==> config.mk <==
export PLATFORM = sky130hd
export DESIGN_NAME = alu_req_arbiter
export DESIGN_NICKNAME = d
export VERILOG_FILES = /design/src/rtl/alu_req_arbiter.sv
export SDC_FILE = /design/constraint.sdc
export NUM_CORES = 1
export LEC_CHECK = 0
export ABC_AREA = 1
export CORE_MARGIN = 3
export CORE_UTILIZATION = 35
export CTS_CLUSTER_DIAMETER = 60
export DETAILED_ROUTE_END_ITERATION = 7
export GPL_TIMING_DRIVEN = 0
export PLACE_DENSITY = 0.8
export SLEW_MARGIN = 20
export SYNTH_ARGS = -nofsm -noshare
export SYNTH_HDL_FRONTEND = slang
export SYNTH_SLANG_ARGS = --single-unit
==> constraint.sdc <==
create_clock -name clk -period 3.6 [get_ports clk]
set_clock_uncertainty 0.1 [all_clocks]
set_input_delay 0.72 -clock clk [delete_from_list [all_inputs] [get_ports clk]]
set_output_delay 0.72 -clock clk [all_outputs]
set_load 0.01 [all_outputs]
==> src/rtl/alu_req_arbiter.sv <==
// Two-requester round-robin front end for a single shared ALU.
// One transaction in flight: accept, issue for one cycle, wait out the latency, return the result.
module alu_req_arbiter #(
    parameter int unsigned OP_WIDTH  = 8,
    parameter int unsigned CMD_WIDTH = 4,
    parameter int unsigned LAT       = 1,
    parameter int unsigned MUL_LAT   = 2
) (
    input  logic                    clk,
    input  logic                    RST_N,
    input  logic                    CE,
    input  logic [1:0]              REQ_VALID,
    output logic [1:0]              REQ_READY,
    input  logic [1:0]              REQ_MODE,
    input  logic [2*CMD_WIDTH-1:0]  REQ_CMD,
    input  logic [2*OP_WIDTH-1:0]   REQ_OPA,
    input  logic [2*OP_WIDTH-1:0]   REQ_OPB,
    input  logic [1:0]              REQ_CIN,
    output logic [1:0]              ALU_INP_VALID,
    output logic                    ALU_MODE,
    output logic [CMD_WIDTH-1:0]    ALU_CMD,
    output logic [OP_WIDTH-1:0]     ALU_OPA,
    output logic [OP_WIDTH-1:0]     ALU_OPB,
    output logic                    ALU_CIN,
    input  logic [OP_WIDTH:0]       ALU_RES,
    input  logic                    ALU_ERR,
    input  logic                    ALU_COUT,
    input  logic                    ALU_OFLOW,
    input  logic                    ALU_G,
    input  logic                    ALU_L,
    input  logic                    ALU_E,
    output logic                    RSP_VALID,
    input  logic                    RSP_READY,
    output logic                    RSP_ID,
    output logic [OP_WIDTH:0]       RSP_RES,
    output logic                    RSP_ERR,
    output logic                    RSP_COUT,
    output logic                    RSP_OFLOW,
    output logic                    RSP_G,
    output logic                    RSP_L,
    output logic                    RSP_E
);

    localparam int unsigned MaxLat = (MUL_LAT > LAT) ? MUL_LAT : LAT;
    localparam int unsigned CntW   = (MaxLat > 1) ? $clog2(MaxLat) : 1;

    typedef enum logic [1:0] {StIdle, StIssue, StWait, StResp} state_e;

    state_e                state_q, state_d;
    logic                  ptr_q, ptr_d;
    logic                  win_q, win_d;
    logic [CntW-1:0]       cnt_q, cnt_d;
    logic                  alu_mode_q, alu_mode_d;
    logic [CMD_WIDTH-1:0]  alu_cmd_q, alu_cmd_d;
    logic [OP_WIDTH-1:0]   alu_opa_q, alu_opa_d;
    logic [OP_WIDTH-1:0]   alu_opb_q, alu_opb_d;
    logic                  alu_cin_q, alu_cin_d;
    logic [OP_WIDTH:0]     rsp_res_q, rsp_res_d;
    logic [5:0]            rsp_flags_q, rsp_flags_d;  // {err, cout, oflow, g, l, e}

    logic                  win_sel;
    logic                  sel_mode;
    logic [CMD_WIDTH-1:0]  sel_cmd;
    logic [OP_WIDTH-1:0]   sel_opa, sel_opb;
    logic                  sel_cin;
    logic                  sel_legal;
    logic                  is_mul;

    assign win_sel  = REQ_VALID[ptr_q] ? ptr_q : ~ptr_q;
    assign sel_mode = REQ_MODE[win_sel];
    assign sel_cin  = REQ_CIN[win_sel];
    assign sel_cmd  = win_sel ? REQ_CMD[2*CMD_WIDTH-1:CMD_WIDTH] : REQ_CMD[CMD_WIDTH-1:0];
    assign sel_opa  = win_sel ? REQ_OPA[2*OP_WIDTH-1:OP_WIDTH] : REQ_OPA[OP_WIDTH-1:0];
    assign sel_opb  = win_sel ? REQ_OPB[2*OP_WIDTH-1:OP_WIDTH] : REQ_OPB[OP_WIDTH-1:0];
    assign sel_legal = sel_mode ? (sel_cmd <= CMD_WIDTH'(10)) : (sel_cmd <= CMD_WIDTH'(13));
    assign is_mul = alu_mode_q && ((alu_cmd_q == CMD_WIDTH'(9)) || (alu_cmd_q == CMD_WIDTH'(10)));

    always_comb begin
        state_d     = state_q;
        ptr_d       = ptr_q;
        win_d       = win_q;
        cnt_d       = cnt_q;
        alu_mode_d  = alu_mode_q;
        alu_cmd_d   = alu_cmd_q;
        alu_opa_d   = alu_opa_q;
        alu_opb_d   = alu_opb_q;
        alu_cin_d   = alu_cin_q;
        rsp_res_d   = rsp_res_q;
        rsp_flags_d = rsp_flags_q;
        REQ_READY   = 2'b00;
        if (CE) begin
            unique case (state_q)
                StIdle: begin
                    if (|REQ_VALID) begin
                        REQ_READY[win_sel] = 1'b1;
                        win_d = win_sel;
                        if (sel_legal) begin
                            alu_mode_d = sel_mode;
                            alu_cmd_d  = sel_cmd;
                            alu_opa_d  = sel_opa;
                            alu_opb_d  = sel_opb;
                            alu_cin_d  = sel_cin;
                            state_d    = StIssue;
                        end else begin
                            // Rejected locally: the ALU bus is left untouched.
                            rsp_res_d   = '0;
                            rsp_flags_d = 6'b100000;
                            state_d     = StResp;
                        end
                    end
                end
                StIssue: begin
                    cnt_d   = is_mul ? CntW'(MUL_LAT - 1) : CntW'(LAT - 1);
                    state_d = StWait;
                end
                StWait: begin
                    if (cnt_q == '0) begin
                        rsp_res_d   = ALU_RES;
                        rsp_flags_d = {ALU_ERR, ALU_COUT, ALU_OFLOW, ALU_G, ALU_L, ALU_E};
                        state_d     = StResp;
                    end else begin
                        cnt_d = cnt_q - 1'b1;
                    end
                end
                StResp: begin
                    if (RSP_READY) begin
                        ptr_d   = ~win_q;
                        state_d = StIdle;
                    end
                end
                default: state_d = StIdle;
            endcase
        end
    end

    always_ff @(posedge clk or negedge RST_N) begin
        if (!RST_N) begin
            state_q     <= StIdle;
            ptr_q       <= 1'b0;
            win_q       <= 1'b0;
            cnt_q       <= '0;
            alu_mode_q  <= 1'b0;
            alu_cmd_q   <= '0;
            alu_opa_q   <= '0;
            alu_opb_q   <= '0;
            alu_cin_q   <= 1'b0;
            rsp_res_q   <= '0;
            rsp_flags_q <= '0;
        end else begin
            state_q     <= state_d;
            ptr_q       <= ptr_d;
            win_q       <= win_d;
            cnt_q       <= cnt_d;
            alu_mode_q  <= alu_mode_d;
            alu_cmd_q   <= alu_cmd_d;
            alu_opa_q   <= alu_opa_d;
            alu_opb_q   <= alu_opb_d;
            alu_cin_q   <= alu_cin_d;
            rsp_res_q   <= rsp_res_d;
            rsp_flags_q <= rsp_flags_d;
        end
    end

    assign ALU_INP_VALID = (state_q == StIssue) ? 2'b11 : 2'b00;
    assign ALU_MODE      = alu_mode_q;
    assign ALU_CMD       = alu_cmd_q;
    assign ALU_OPA       = alu_opa_q;
    assign ALU_OPB       = alu_opb_q;
    assign ALU_CIN       = alu_cin_q;

    assign RSP_VALID = (state_q == StResp);
    assign RSP_ID    = win_q;
    assign RSP_RES   = rsp_res_q;
    assign {RSP_ERR, RSP_COUT, RSP_OFLOW, RSP_G, RSP_L, RSP_E} = rsp_flags_q;

endmodule
## Word level (Yosys, flattened, before mapping)

Index checks and enable logic that the tools add are counted.

- Equality and inequality tests: 9
- Multiplexer cells: 33
- Add/sub/neg operators: 1
- Order comparisons: 5
- Bitwise logic cells: 2
- Reduce and logical (&&, ||, !) cells: 13

Operator list:

| operator | number |
|---|---|
| $mux 9 | 3 |
| $mux 6 | 3 |
| $pmux 9 s2 | 1 |
| $mux 2 | 8 |
| $mux 8 | 2 |
| $pmux 6 s2 | 1 |
| $mux 1 | 11 |
| $eq 4x4->1 const B | 2 |
| $le 4x4->1 const B | 2 |
| $pmux 2 s4 | 1 |
| $reduce_and 4->1 | 2 |
| $ne 2x2->1 const B | 3 |
| $reduce_and 3->1 | 2 |
| $reduce_and 5->1 | 1 |
| $eq 2x2->1 const B | 2 |
| $lt 1x2->1 const B | 2 |
| $mux 4 | 1 |
| $reduce_bool 2->1 | 2 |
| $eq 2x1->1 const B | 1 |
| $logic_and 1x1->1 | 2 |
| $logic_not 2->1 | 1 |
| $ne 2x1->1 const B | 1 |
| $not 1->1 | 2 |
| $pmux 1 s2 | 1 |
| 6 further kinds | 6 |

- Output and inout port bits: 43
- Register bits after elaboration: 42

## Longest topological paths before layout

Gate-level depths: netlist (run 1).

- Word-level depth: 10
- Gate-level depth with buffers: 13
- Depth with buffers taken out: 12

## Worst setup path after synthesis (run 1)

OpenSTA, ideal clock, no wires.

- Path kind: input -> output
- Start point: input REQ_VALID[1]
- End point: output REQ_READY[1]
- Cell stages on the path: 6
- Buffers on the path: 2
- Arrival time: 1.439 ns
- Slack: 1.341 ns
- Cell sequence: inv_1 > nand2_2 > nand2_2 > buf_6 > buf_2 > nor2_1

- Longest elaborated chain between the ends: 10
- Elaborated cells between the ends (all ways): 12
- Those cells by class: order compare: 2; mux: 8; reduce/logical: 2

RTL lines:

| what | line | RTL |
|---|---|---|
| start: declaration | 12 | `input logic [1:0] REQ_VALID,` |
| $mux 1 (not written as such) (2 in a row) | 69 | `assign win_sel = REQ_VALID[ptr_q] ? ptr_q : ~ptr_q;` |
| $mux 1 | 69 |  |
| $lt 1x2->1 (not written as such) or $ge 1x1->1 (tied branches) | 95 | `REQ_READY[win_sel] = 1'b1;` |
| $logic_and 1x1->1 (not written as such) | 95 |  |
| $mux 1 (not written as such) | 95 |  |
| $demux 1 s1 | 95 |  |
| $mux 2 * | 94 | `if (\|REQ_VALID) begin` |
| $mux 2 * | 92 | `unique case (state_q)` |
| $mux 2 * | 91 | `if (CE) begin` |
| end: declaration | 13 | `output logic [1:0] REQ_READY,` |

Every way passes the cells marked *; elsewhere a longest branch is shown, timed or not. The select of a mux whose other input is x is not followed.

## Final worst setup path (run 1)

Same ends and word-level chain as after synthesis.

==> impl_metrics.env, run 1 <==
export IMPL_status="finished clean"
export IMPL_drive_gt1_share_pct=8.179
export IMPL_antenna_found_initial=0
export IMPL_whs_ps=275.5
export IMPL_period_share_pct=92.38
export IMPL_ant_nets=0
export IMPL_finalWirelength_um=5683
export IMPL_synth_seq_cells=42
export IMPL_netlist_area_sq_um=2186
export IMPL_antenna_diode_count=0
export IMPL_relSlewSlack_pct=69.39
export IMPL_cts_buffers_inserted=5
export IMPL_cp_slowest_cell="clkdlybuf4s50_1"
export IMPL_final_cells=454
export IMPL_area_delta_synth_final_pct=59.65
export IMPL_hpwlAfterDp_um=4613
export IMPL_synthCells=263
export IMPL_initial_utilization_pct=36.49
export IMPL_rows=28
export IMPL_cts_clk_slew_worst_paths_ps=80
export IMPL_dp_cells=446
export IMPL_synthDistinctLibCells=22
export IMPL_p_leak_nw=1.734
export IMPL_die_area_sq_um=7229
export IMPL_tritoncts="built"
export IMPL_cp_num_buf_inv=5
export IMPL_ys_warnings_count=0
export IMPL_syn_avg_cell_area_sq_um=8.311
export IMPL_crit_required_ps=2780
export IMPL_endpoint_kind="output pin"
export IMPL_crit_fanout=10
export IMPL_period_needed_ps=3326
export IMPL_rsz0062_at_grt="no"
export IMPL_ioPinCount=108
export IMPL_fmax_mhz=300.7
export IMPL_timing_hold_violations_final=0
export IMPL_yosysSeqAreaShare_pct=48.08
export IMPL_worst_slew_pin_slew_ps=459.1
export IMPL_gp_congestion=0.7706
export IMPL_crit_type="in -> out"
export IMPL_clk_path_buf_depth=2
export IMPL_drtIter0Drc=80
export IMPL_grt_pass1_vias=2039
export IMPL_drv_cap=0
export IMPL_postCtsSetupBuffers=0
export IMPL_arrival_ps=2510
export IMPL_root_buffer="clkbuf_8"
export IMPL_viasPerCell=4.601
export IMPL_die_h_um=85.03
export IMPL_vdd_drop_max_mv=0.3065
export IMPL_vias=2089
export IMPL_crit_path_start_kind="input pin"
export IMPL_numPortBuffers=107
export IMPL_overflow=0
export IMPL_wl_per_cell_um=12.52
export IMPL_min_path_type="in -> async"
export IMPL_grt_pass1_wl_um=9301
export IMPL_dr_pass1_iters=4
export IMPL_nets=447
export IMPL_synth_nets=332
export IMPL_die_width_um=85.03
export IMPL_path_delay_family="buffers and inverters"
export IMPL_htree_levels=2
export IMPL_drcViolationCount=0
export IMPL_path_cells="clkdlybuf4s50_1 -> inv_1 -> nand2_2 -> nand2_2 -> buf_6 -> buf_2 -> nor2_1 -> clkdlybuf4s50_1"
export IMPL_coreArea_sq_um=5991
export IMPL_final_setup_tns_ps=0
export IMPL_grt_max_degree=25
export IMPL_drv_slew=0
export IMPL_r2r_slack_ps=1450
export IMPL_slowest_delay_ps=540
export IMPL_setup_violations_final=0
export IMPL_power_density_nw_per_um2=702.8
export IMPL_track_usage_pct=15.86
export IMPL_clock_sinks=42
export IMPL_clkLatencyLatePin_ps=290
## layer usage
metal  part of all wire (%)  global-route usage (%)  vias up
met1                     41                   20.10      948
met3                    8.6                   5.243        7
met4                   0.90                   3.022        0
met2                     49                   26.62       73
met5                      0                       0        -
li1                       -                       -     1061
## worst register-to-register path, delay by kind of cell (launching register included)
family	cells	cell delay, ps
buffers and inverters	3	710
and+or+nand+nor	4	730
adders and majority gates	1	140
DFF	1	420
## through the flow
stage	setup WS (ps)	cell area (sq um)	util (%)	total power, W
final	274.3	3490	58.25	0.002453
after global routing	122.2	3490	58.25	0.002655
after CTS	165.6	3483	58.15	0.002485
after detailed placement	180.2	3373	56.31	0.002114
after global placement	167.8	3351	55.93	0.002069
after floorplan	1341	2186	-	0.001479
## path summary, 6_finish.rpt
check / startpoint / to / cells past startpoint
max in group asynchronous: RST_N / state_q[1] / 2
worst max register to register: state_q[0] / rsp_flags_q[1] / 8
min in group clk: RSP_RES[2] / RSP_RES[2] / 2
worst max-delay path: REQ_VALID[1] / REQ_READY[1] / 8
worst min register to register: RSP_RES[2] / RSP_RES[2] / 2
worst min-delay path: RST_N / ALU_OPA[0] / 1
## flip-flops by register name (all words and copies together), names as in the netlist
signal	cells
ALU_CIN	1
ALU_CMD	4
ALU_MODE	1
ALU_OPA	8
ALU_OPB	8
RSP_ID	1
RSP_RES	9
cnt_q	1
ptr_q	1
rsp_flags_q	6
state_q	2
## cell usage after synthesis, drive strengths merged
cell type | n | share of area [%]
inv | 26 | 4.5
a22o | 1 | 0.40
nand3 | 25 | 6.3
buf | 10 | 3.1
mux2i | 17 | 7.8
dfrtp | 42 | 48
clkbuf | 2 | 0.34
ha | 4 | 2.3
nor3 | 3 | 1.4
xnor2 | 1 | 0.40
nand2 | 99 | 18
o21ai | 24 | 5.5
nor2 | 9 | 1.5
## cells by family after synthesis
group / Yosys count / share of synthesized area [%]
simple gates: 136 / 27.65
flops: 42 / 48.08
buf+inv: 38 / 7.899
compound gates: 25 / 5.896
mux: 17 / 7.785
fa+ha+maj: 4 / 2.290
xor+xnor: 1 / 0.4008
## power breakdown
part           switching [W]  total, W  internal [W]
Combinational       0.000648   0.00130      0.000657
Clock               0.000155  0.000362      0.000207
Sequential          0.000121  0.000787      0.000666
Total               0.000923   0.00245       0.00153
## final cells by class
| type | instances | area, sq um |
|---|---|---|
| Fill cell | 543 | 2501 |
| Sequential cell | 42 | 1051 |
| Timing Repair Buffer | 108 | 1094 |
| Multi-Input combinational cell | 183 | 968.4 |
| Clock buffer | 6 | 72.57 |
| Buffer | 12 | 75.07 |
| Inverter | 26 | 97.59 |
| Tap cell | 75 | 93.84 |
| Clock inverter | 2 | 37.54 |
## layout by cell type, fill, tap and decap left out, types with 3 or more instances in the layout
master           synthesis  final
dfrtp_1                 42     42
nor2_1                   9      9
o21ai_1                 20     20
ha_1                     4      4
buf_2                    6      7
o21ai_0                  4      4
inv_1                   25     25
nand2_1                 91     91
clkbuf_8                 0      5
nand3_1                 24     24
clkdlybuf4s50_1          0    106
nand2_2                  6      6
mux2i_1                 17     17
clkbuf_1                 2      3
## repair_timing
action / 4_1_cts / 5_1_grt
hold buffers: 0 / 0
resized for setup: 0 / 1
setup endpoints to repair: 0 / 1
Note: power is estimated with default switching activity, not from simulation.
==> run 2: changes to the inputs <==
- CORE_UTILIZATION: 35 -> 41
- PLACE_DENSITY: 0.8 -> 0.9
==> run 2 against run 1 <==
  * Worst hold slack better by 26 ps
  * Die area down 14%
  * Largest power group unchanged
  * Global-route usage up 5.3 points
  * Non-clock buffer count unchanged
  * Combinational power about the same
  * Setup slack worse by 68 ps
  * Largest cell class unchanged
  * Register-to-register slack worse by 30 ps
  * Final cell count down 1.8%
  * Core utilization up 12 points
  * Total power down 1.6%
  * Highest routed layer unchanged
  * Sequential power up 0.8%
  * Final area down 1.0%
==> impl_metrics.env, run 2 (synthesized netlist as in run 1, its figures left out) <==
export IMPL_status="finished clean"
export IMPL_rsz0062_at_grt="no"
export IMPL_numPortBuffers=107
export IMPL_crit_path_start_kind="input pin"
export IMPL_setup_ws_ps=206.4
export IMPL_pre_cts_slack_ps=209.3
export IMPL_cts_buffers_inserted=5
export IMPL_period_share_pct=94.27
export IMPL_drcViolationCount=0
export IMPL_dp_cells=438
export IMPL_fmax_mhz=294.7
export IMPL_cts_hold_buf=0
export IMPL_ant_nets=0
export IMPL_clock_sinks=42
export IMPL_drv_slew=0
export IMPL_cts_resized_gates=0
export IMPL_antenna_diode_count=0
export IMPL_vdd_drop_max_mv=0.4815
export IMPL_final_common_cell="clkdlybuf4s50_1"
export IMPL_fin_util_pct=69.87
export IMPL_drv_cap=0
export IMPL_viasPerCell=4.832
export IMPL_overflow=0
export IMPL_antenna_found_initial=0
export IMPL_power_density_nw_per_um2=698.8
export IMPL_drive_gt1_share_pct=8.443
export IMPL_fill_cells=416
export IMPL_htree_levels=2
export IMPL_grt_pass1_vias=2178
export IMPL_gp_congestion=0.7937
export IMPL_hpwlAfterDp_um=5016
export IMPL_final_cells=446
export IMPL_coreArea_sq_um=4942
export IMPL_relSlewSlack_pct=63.37
export IMPL_ioPinCount=108
export IMPL_clk_path_buf_depth=2
export IMPL_final_setup_tns_ps=0
export IMPL_endpoint_kind="output pin"
export IMPL_rows=25
export IMPL_setup_violations_final=0
export IMPL_p_leak_nw=1.724
export IMPL_timing_hold_violations_final=0
export IMPL_initial_utilization_pct=44.23
export IMPL_die_area_sq_um=6243
export IMPL_clkLatencyLatePin_ps=300
export IMPL_final_cell_mix="106 x clkdlybuf4s50_1, 91 x nand2_1, 42 x dfrtp_1, 25 x inv_1, 24 x nand3_1"
export IMPL_wl_per_cell_um=14.13
export IMPL_postCtsSetupBuffers=0
export IMPL_worst_slew_pin_slew_ps=549.5
export IMPL_grt_max_degree=23
export IMPL_largest_register_ffs=9
export IMPL_min_path_type="in -> async"
export IMPL_root_buffer="clkbuf_8"
export IMPL_arrival_ps=2570
export IMPL_dr_pass1_iters=4
export IMPL_track_usage_pct=21.19
export IMPL_area_delta_synth_final_pct=57.99
export IMPL_grt_pass1_wl_um=10300
export IMPL_period_needed_ps=3394
export IMPL_nets=447
export IMPL_vias=2155
export IMPL_crit_type="in -> out"
export IMPL_cts_clk_slew_worst_paths_ps=80
export IMPL_drtIter0Drc=112
export IMPL_finalWirelength_um=6300
export IMPL_worst_r2r_cell_count=8
export IMPL_crit_fanout=6
export IMPL_crit_required_ps=2780
export IMPL_die_width_um=79.02
export IMPL_whs_ps=301.8
export IMPL_tritoncts="built"
export IMPL_die_h_um=79.02
[run 2: cell types whose count changed in the layout (fill, tap and decap cells not counted)]
cell and delta:
clkinv_2 +1, bufinv_16 -1, clkbuf_1 -1, nor3_4 -1, clkinv_4 +1, nor3_2 +1
[run 2: path summary, 6_finish.rpt]
| kind | start | endpoint | slack, ps |
|---|---|---|---|
| setup reg to reg | state_q[0] | rsp_flags_q[0] | 1420 |
| hold reg to reg | RSP_RES[1] | RSP_RES[1] | 370 |
| max in group asynchronous | RST_N | rsp_flags_q[4] | 2610 |
| hold / removal | RST_N | ALU_OPB[4] | 300 |
| setup / recovery | CE | REQ_READY[0] | 210 |
| min in group clk | RSP_RES[1] | RSP_RES[1] | 370 |
[run 2: area by class of cell]
cell class              instances  area, sq um  area share [%]
plain buffers                  12        75.07           2.174
clock buffers                   5        68.82           1.993
clock inverters                 3        21.27          0.6159
inverters                      26        97.59           2.826
multi-input cells             183        962.2           27.86
flip-flops and latches         42         1051           30.43
well taps                      67        83.83           2.428
repair buffers                108         1094           31.67
[run 2: layer usage]
layer,up-vias,global-route usage [%],wire length (um)
li1,1062,-,-
met1,1011,24.34,2491
met2,69,37.96,3348
met3,13,4.989,309
met4,0,8.076,150
met5,-,0,0
[run 2: worst max-delay path: stages]
cell             delay [ps]
clkdlybuf4s50_1         520
inv_1                   120
nor3_2                  380
inv_1                   100
nor2_1                  160
clkdlybuf4s50_1         570
[run 2: power breakdown]
| part | switching, W | total [W] | internal, W |
|---|---|---|---|
| Clock | 0.000172 | 0.000308 | 0.000136 |
| Sequential | 0.000127 | 0.000793 | 0.000666 |
| Combinational | 0.000658 | 0.00131 | 0.000654 |
| Total | 0.000957 | 0.00241 | 0.00146 |
[run 2: through the flow]
stage / power, W / area [sq um]
after floorplan: 0.001479 / 2186
final: 0.002413 / 3453
after global routing: 0.002597 / 3453
after global placement: 0.002062 / 3341
after detailed placement: 0.002120 / 3363
after CTS: 0.002433 / 3453
==> run 3: changes to the inputs <==
- CORE_UTILIZATION: 41 -> 40
- PLACE_DENSITY: 0.9 -> 0.89
- clock period: 3.6 -> 3.2 ns (I/O delays scaled with it)
==> run 3 against run 2 <==
  * Setup slack worse by 79 ps
  * Total power is 19% higher
  * Critical path depth stayed put
  * Routed wire length is 3.1% lower
  * Sequential power is 12% higher
  * Sequential cell count stayed put
  * Final cell count is 0.67% higher
  * Global-route usage is 1.2 points lower
==> impl_metrics.env, run 3 (synthesized netlist as in run 1, its figures left out) <==
export IMPL_r2r_start="state_q[0]"
export IMPL_worst_r2r_cell_count=8
export IMPL_crit_required_ps=2460
export IMPL_vias=2125
export IMPL_wl_met2_um=3243
export IMPL_die_width_um=79.93
export IMPL_antenna_diode_count=0
export IMPL_overflow=0
export IMPL_crit_type="in -> out"
export IMPL_final_setup_tns_ps=0
export IMPL_arrival_ps=2330
export IMPL_dr_pass1_iters=4
export IMPL_htree_levels=2
export IMPL_finalWirelength_um=6106
export IMPL_nets=447
export IMPL_crit_fanout=3
export IMPL_period_share_pct=96.03
export IMPL_pre_cts_slack_ps=-100.3
export IMPL_p_leak_nw=1.755
export IMPL_sw_frac_of_total_pct=36.78
export IMPL_die_h_um=79.93
export IMPL_root_buffer="clkbuf_8"
export IMPL_gp_congestion=0.8127
export IMPL_drtIter0Drc=115
export IMPL_ant_nets=0
export IMPL_tritoncts="built"
export IMPL_crit_path_start_kind="input pin"
export IMPL_track_usage_pct=20.01
export IMPL_p_int_w=0.001821
export IMPL_drv_slew=0
export IMPL_relSlewSlack_pct=66.51
export IMPL_rows=26
export IMPL_viasPerCell=4.733
export IMPL_period_needed_ps=3073
export IMPL_final_cell_mix="106 x clkdlybuf4s50_1, 91 x nand2_1, 42 x dfrtp_1, 25 x inv_1, 24 x nand3_1"
export IMPL_vdd_drop_max_mv=0.4180
export IMPL_fmax_mhz=325.4
export IMPL_area_delta_synth_final_pct=60.96
export IMPL_coreArea_sq_um=5205
export IMPL_numPortBuffers=107
export IMPL_final_common_cell="clkdlybuf4s50_1"
export IMPL_p_switching_w=0.001059
export IMPL_endpoint_kind="output pin"
export IMPL_timing_hold_violations_final=0
export IMPL_worst_slew_pin_slew_ps=502.4
export IMPL_status="finished clean"
export IMPL_power_density_nw_per_um2=818.7
export IMPL_grt_pass1_vias=2097
export IMPL_hpwlAfterDp_um=4871
export IMPL_die_area_sq_um=6388
export IMPL_cts_buffers_inserted=5
export IMPL_setup_violations_final=0
export IMPL_power_share_sequential_pct=30.8
export IMPL_drv_cap=0
export IMPL_clock_sinks=42
export IMPL_grt_pass1_wl_um=9929
export IMPL_setup_ws_ps=127.1
export IMPL_clkLatencyLatePin_ps=290
export IMPL_largest_register_ffs=9
export IMPL_cts_clk_slew_worst_paths_ps=80
export IMPL_top_layer="met4"
export IMPL_antenna_found_initial=0
export IMPL_drt_met1_wl_um=2449
export IMPL_reg2reg_to="rsp_flags_q[0]"
export IMPL_drive_gt1_share_pct=8.443
export IMPL_clk_path_buf_depth=2
export IMPL_drcViolationCount=0
export IMPL_route_met3_wl_um=352
export IMPL_clkPwrFrac_pct=18.0
export IMPL_combPwrFrac_pct=51.3
export IMPL_ioPinCount=108
export IMPL_grt_max_degree=25
export IMPL_rsz0062_at_grt="no"
export IMPL_r2r_slack_ps=1000
export IMPL_wl_per_cell_um=13.60
export IMPL_initial_utilization_pct=42.00
export IMPL_min_path_type="in -> async"
## run 3: changes by cell type in the layout (fill, tap and decap cells not counted)
cell,before,now
buf_2,7,6
buf_4,2,3
bufinv_16,0,2
clkbuf_8,5,6
clkinv_2,1,0
clkinv_4,1,0
clkinvlp_4,1,0
nor3_2,1,0
nor3_4,1,2
## run 3: how the worst max path moves through the flow
| stage | slack [ps] | cells past startpoint | to | from |
|---|---|---|---|---|
| finish | 130 | 6 | REQ_READY[0] | CE |
| global route | 40 | 6 | REQ_READY[0] | CE |
| CTS | 40 | 8 | REQ_READY[1] | REQ_VALID[1] |
| detailed placement | -100 | 6 | REQ_READY[0] | CE |
| global placement | -80 | 6 | REQ_READY[0] | CE |
| floorplan | 1050 | 6 | REQ_READY[0] | state_q[0] |
## run 3: metal layers
| layer | track usage (%) | vias to the layer above |
|---|---|---|
| li1 | - | 1063 |
| met1 | 24.25 | 985 |
| met2 | 35.84 | 73 |
| met3 | 4.402 | 4 |
| met4 | 4.730 | 0 |
| met5 | 0 | - |
## run 3: what timing repair did
item | in CTS | in global routing
hold buffers | 0 | 0
setup buffers | 1 | 0
resized for setup | 1 | 0
endpoints found under the setup margin | 1 | 1
pin swaps | 1 | 0
## run 3: layout make-up
type,instances,area [sq um]
Inverter,26,97.59
Clock inverter,2,60.06
Sequential cell,42,1051
Timing Repair Buffer,109,1101
Clock buffer,6,82.58
Tap cell,70,87.58
Fill cell,458,1687
Multi-Input combinational cell,183,968.4
Buffer,11,70.07
## run 3: power groups by stage
stage / Clock [W] / Combinational [W] / Sequential, W
2_1_floorplan: 0 / 0.000689 / 0.000975
3_3_place_gp: 0 / 0.00144 / 0.000881
3_5_place_dp: 0 / 0.00149 / 0.000894
4_1_cts: 0.000524 / 0.00150 / 0.000886
5_1_grt: 0.000554 / 0.00163 / 0.000915
6_report: 0.000518 / 0.00148 / 0.000886
## run 3: per-stage QoR
stage	cells	hold WS (ps)	cell area, sq um	total power [W]	utilization, %
5_1_grt	449	215.7	3518	0.003097	67.60
3_5_place_dp	441	359.4	3367	0.002381	64.69
3_3_place_gp	440	352.5	3344	0.002318	64.25
6_report	449	205.9	3518	0.002881	67.60
2_1_floorplan	263	244.4	2186	0.001664	-
4_1_cts	450	208.8	3523	0.002910	67.69
## run 3: critical path: stages
cell and delay [ps]:
clkdlybuf4s50_1 510, inv_1 120, nor3_4 250, inv_1 80
nor2_1 160, clkdlybuf4s50_1 580
